File: src/rtl/fc_accumulator.sv
// FC-layer output-neuron accumulator: sums signed partial sums plus an optional bias.
// The sum is requantized with a rounding arithmetic shift and signed saturation.
module fc_accumulator #(
    parameter int unsigned DATA_WIDTH  = 8,
    parameter int unsigned PSUM_WIDTH  = 20,
    parameter int unsigned ACC_WIDTH   = 32,
    parameter int unsigned SHIFT_WIDTH = 5
) (
    input  logic                   clk,
    input  logic                   rst,
    input  logic                   bias_valid_i,
    input  logic [ACC_WIDTH-1:0]   bias_i,
    input  logic [SHIFT_WIDTH-1:0] shift_i,
    input  logic                   psum_valid_i,
    input  logic                   psum_last_i,
    input  logic                   layer_last_i,
    input  logic [PSUM_WIDTH-1:0]  psum_i,
    input  logic                   sat_clr_i,
    output logic                   acc_valid_o,
    output logic                   acc_last_o,
    output logic [DATA_WIDTH-1:0]  acc_result_o,
    output logic                   sat_o,
    output logic [15:0]            neuron_cnt_o
);

    typedef enum logic {
        IDLE = 1'b0,
        ACC  = 1'b1
    } state_t;

    localparam logic signed [ACC_WIDTH:0] RND_ONE = (ACC_WIDTH+1)'(1);
    localparam logic signed [ACC_WIDTH:0] RES_MAX = (ACC_WIDTH+1)'((2 ** (DATA_WIDTH-1)) - 1);
    localparam logic signed [ACC_WIDTH:0] RES_MIN = ~RES_MAX;

    state_t state, state_next;

    logic signed [ACC_WIDTH-1:0] acc_q;
    logic signed [ACC_WIDTH-1:0] bias_reg;
    logic [SHIFT_WIDTH-1:0]      shift_reg;

    logic signed [ACC_WIDTH-1:0] psum_ext;
    logic signed [ACC_WIDTH-1:0] eff_bias;
    logic signed [ACC_WIDTH-1:0] acc_base;
    logic signed [ACC_WIDTH-1:0] acc_next;
    logic [SHIFT_WIDTH-1:0]      shift_eff;
    logic                        first_beat;
    logic                        emit;

    logic signed [ACC_WIDTH:0]   sum_wide;
    logic signed [ACC_WIDTH:0]   rnd;
    logic signed [ACC_WIDTH:0]   rounded;
    logic signed [ACC_WIDTH:0]   shifted;
    logic [DATA_WIDTH-1:0]       result;
    logic                        clamped;

    always_ff @(posedge clk or negedge rst) begin
        if (!rst) begin
            state <= IDLE;
        end else begin
            state <= state_next;
        end
    end

    always_comb begin
        state_next = state;
        unique case (state)
            IDLE: if (psum_valid_i && !psum_last_i) state_next = ACC;
            ACC:  if (psum_valid_i && psum_last_i)  state_next = IDLE;
            default: state_next = IDLE;
        endcase
    end

    // A first psum takes its bias and shift straight from the inputs so a
    // neuron can open in the cycle right after the previous one emitted.
    always_comb begin
        first_beat = psum_valid_i && (state == IDLE);
        emit       = psum_valid_i && psum_last_i;
        psum_ext   = {{(ACC_WIDTH-PSUM_WIDTH){psum_i[PSUM_WIDTH-1]}}, psum_i};
        eff_bias   = bias_valid_i ? bias_i : bias_reg;
        acc_base   = (state == IDLE) ? eff_bias : acc_q;
        acc_next   = acc_base + psum_ext;
        shift_eff  = (state == IDLE) ? shift_i : shift_reg;
    end

    always_comb begin
        sum_wide = {acc_next[ACC_WIDTH-1], acc_next};
        rnd      = (shift_eff != '0) ? (RND_ONE << (shift_eff - SHIFT_WIDTH'(1))) : '0;
        rounded  = sum_wide + rnd;
        shifted  = rounded >>> shift_eff;
        clamped  = 1'b0;
        result   = shifted[DATA_WIDTH-1:0];
        if (shifted > RES_MAX) begin
            result  = RES_MAX[DATA_WIDTH-1:0];
            clamped = 1'b1;
        end else if (shifted < RES_MIN) begin
            result  = RES_MIN[DATA_WIDTH-1:0];
            clamped = 1'b1;
        end
    end

    // A bias arriving with a first psum is consumed by that neuron, so the
    // register is cleared rather than loaded in that cycle.
    always_ff @(posedge clk or negedge rst) begin
        if (!rst) begin
            acc_q     <= '0;
            bias_reg  <= '0;
            shift_reg <= '0;
        end else begin
            if (psum_valid_i) begin
                acc_q <= acc_next;
            end
            if (first_beat) begin
                shift_reg <= shift_i;
                bias_reg  <= '0;
            end else if (bias_valid_i) begin
                bias_reg <= bias_i;
            end
        end
    end

    always_ff @(posedge clk or negedge rst) begin
        if (!rst) begin
            acc_valid_o  <= 1'b0;
            acc_last_o   <= 1'b0;
            acc_result_o <= '0;
            sat_o        <= 1'b0;
            neuron_cnt_o <= '0;
        end else begin
            acc_valid_o <= emit;
            acc_last_o  <= emit && layer_last_i;
            if (emit) begin
                acc_result_o <= result;
                neuron_cnt_o <= layer_last_i ? 16'd0 : neuron_cnt_o + 16'd1;
            end
            if (emit && clamped) begin
                sat_o <= 1'b1;
            end else if (sat_clr_i) begin
                sat_o <= 1'b0;
            end
        end
    end

endmodule

File: config.mk
export PLATFORM = sky130hd
export DESIGN_NAME = fc_accumulator
export DESIGN_NICKNAME = d
export VERILOG_FILES = /design/src/rtl/fc_accumulator.sv
export SDC_FILE = /design/constraint.sdc
export NUM_CORES = 1
export LEC_CHECK = 0
export CAP_MARGIN = 30
export CORE_MARGIN = 2
export CORE_UTILIZATION = 60
export CTS_BUF_LIST = sky130_fd_sc_hd__clkbuf_16
export CTS_CLUSTER_SIZE = 28
export DETAILED_ROUTE_END_ITERATION = 7
export DONT_BUFFER_PORTS = 1
export PLACE_DENSITY = 0.76
export SYNTH_ARGS = -nofsm -noshare
export SYNTH_HDL_FRONTEND = slang
export SYNTH_SLANG_ARGS = --single-unit
File: constraint.sdc
create_clock -name clk -period 16.8 [get_ports clk]
set_clock_uncertainty 0.05 [all_clocks]
set_input_delay 0.84 -clock clk [delete_from_list [all_inputs] [get_ports clk]]
set_output_delay 0.84 -clock clk [all_outputs]
set_load 0.1 [all_outputs]
==> metrics <==
syn nets 1468; All-Layer GR Usage 32.37%; vias in the first global route 9849; maxcap violations 0; fin crit share 53.97%; global-route wire length before repair 51.90 mm; largest net degree at the start of global routing 98; Clock Latency Late Sink 0.36 ns; Post-synth ARST share 100.0%; H-tree levels 3; fin cells 1514; Synth Register Bits 97; post-synthesis sequential area ratio 22.02%; Layout Nets 1409; Slew HR 32.25%; CP startpoint kind flop; Area growth, synth to finish 3.382%; Die Height 139.6 um; Final Hold Fails 0; post-cts sizing count 0; post-route ant nets 0; Initial Utilization 61.16%; setup repair after global routing missed its margin false; total CTS buffers 9; row count 49; DIE WIDTH 139.6 um; status completed; initial DRC count 1028; HP Class input pin to asynchronous set/reset pin; dpl cells 1497; Largest stage delay, worst path 0.64 ns; DR vias 10340; Worst-path clk slew 0.08 ns; Cell Pwr Density 208.7 nW/um2; WS Path Type flop to flop; f_max 0.1103 GHz; worst slew pin tran 1.016 ns; layout cell share with drive strength beyond 1 15.65%; FF-to-FF path depth 30; DR vias/cell 6.829; Critical Path AT 9.26 ns; hold buffers post-CTS 0; io pins 91; Post-CTS Setup Inserts 0; gr ovfl total 0; Main synth FF type dfrtp_1; reg-to-reg endpoint acc_result_o[2]$_DFFE_PN0P_; DR DRC count 0; Core Util, Final 63.23%; CP Max Fanout 64; initial antenna violation count 0; CTS tree yes; total power 2.378 mW; die footprint 19470 um2; Final min period 9.068 ns; Yosys top cell area share 22.02%; DP Wirelength 23.63 mm; maximum VDD drop 0.1603 mV; Cells after Synth 1338; Mapped Avg Cell Area 8.239 um2; setup TNS 0 ns; WL final 31.78 mm; TritonCTS Sinks 97; wire per inst 20.99 um; Post-synth EDFFs 0; Yosys warning count 0; clk buf depth 2; setup slack, reg-to-reg 7.73 ns; Worst Setup End Kind flop; placer congestion estimate 0.9688; DRT Pass-1 Iters 5; IO buf count 0; Synth cell types 105; Slowest-stage cell, CP dfrtp_1; Core Box Area 18020 um2; Hold WS 0.1162 ns; Worst Path Required 16.99 ns; P_leak 4.793 nW; Synth Cell Area 11020 um2; Slew Limit Fails 0; largest cells by area after synthesis dfrtp_1 22%, mux2_2 11%, ha_1 7.3%; Root Buffer clkbuf_16; final setup vio count 0; Synth area leader dfrtp_1
worst max-delay path: cells and delay by family (launching register included):
family | cells | cell delay, ns
AO/OA/AOI/OAI | 20 | 5.37
XOR/XNOR | 2 | 0.64
adder cells (fa/ha/maj) | 2 | 0.80
buffers and inverters | 2 | 0.67
flip-flops | 1 | 0.64
multiplexers | 1 | 0.44
AND/OR/NAND/NOR | 3 | 0.32
per-stage QoR:
step | area (um2) | worst slack (ns)
2_1_floorplan | 11020 | 8.865
3_3_place_gp | 11050 | 8.092
3_5_place_dp | 11080 | 7.892
4_1_cts | 11390 | 7.826
5_1_grt | 11390 | 7.090
6_report | 11400 | 7.732
layout by cell type (no fill, tap or decap), types with 15 or more instances in the layout:
cell,n
nor2_1,135
nand2_1,123
and3_1,15
xor2_1,17
o21ai_0,55
a21oi_1,108
a21o_1,30
nand4_1,21
mux2_2,105
a211oi_1,20
mux2i_1,27
ha_1,64
a21boi_0,34
nor3_1,29
dfrtp_1,97
xnor2_1,37
o211ai_1,15
nand3_1,43
inv_1,20
cell usage after synthesis (13+ instances only):
| library cell | count |
|---|---|
| a211oi_1 | 20 |
| ha_1 | 64 |
| a21oi_1 | 108 |
| nand3_1 | 43 |
| a31oi_1 | 13 |
| nor3_1 | 29 |
| a21o_1 | 30 |
| a21boi_0 | 34 |
| o21bai_1 | 13 |
| dfrtp_1 | 97 |
| and3_1 | 15 |
| clkbuf_1 | 42 |
| xnor2_1 | 37 |
| nand2_1 | 123 |
| o21ai_0 | 55 |
| buf_2 | 20 |
| xor2_1 | 17 |
| mux2i_1 | 30 |
| nand4_1 | 21 |
| o211ai_1 | 15 |
| nor2_1 | 135 |
| mux2_2 | 105 |
| inv_1 | 20 |
cell type report:
cell class	instances	area (um2)
timing repair buffer	11	102.6
tap	229	286.5
antenna	1	2.502
clock inverter	7	87.58
inverter	21	78.83
clock buffer	9	225.2
fill	1598	6628
multi-input combinational	1139	8187
sequential	97	2427
report_power, final:
group / total [mW] / switching (mW) / internal [mW]
combinational: 1.73 / 1.09 / 0.638
clock: 0.220 / 0.102 / 0.119
sequential: 0.428 / 0.131 / 0.297
cells by family (layout without fill, tap and decap cells):
family	after synthesis	after routing	synth area share, %
AOI/OAI and AO/OA	442	442	29.11
other	1	2	0.03402
DFF	97	97	22.02
adders and majority gates	66	66	7.627
muxes	136	136	13.57
buffers and inverters	102	48	3.984
xor gates and xnor gates	57	57	4.835
and+or+nand+nor	437	437	18.82
routing by layer:
layer / wire [um] / track usage, %
met5: 0 / 0
met4: 718 / 8.263
met3: 2204 / 5.953
met2: 14560 / 52.45
met1: 14290 / 44.86
how the worst max path moves through the flow:
stage | from | end | cells after the start
detailed placement | flop | acc_result_o[2]$_DFFE_PN0P_ | 30
global route | flop | acc_result_o[2]$_DFFE_PN0P_ | 30
global placement | flop | acc_result_o[0]$_DFFE_PN0P_ | 30
floorplan | bias_valid_i | acc_result_o[0]$_DFFE_PN0P_ | 31
finish | flop | acc_result_o[2]$_DFFE_PN0P_ | 30
CTS | flop | acc_result_o[2]$_DFFE_PN0P_ | 30
(Power assumes the default switching activity.)
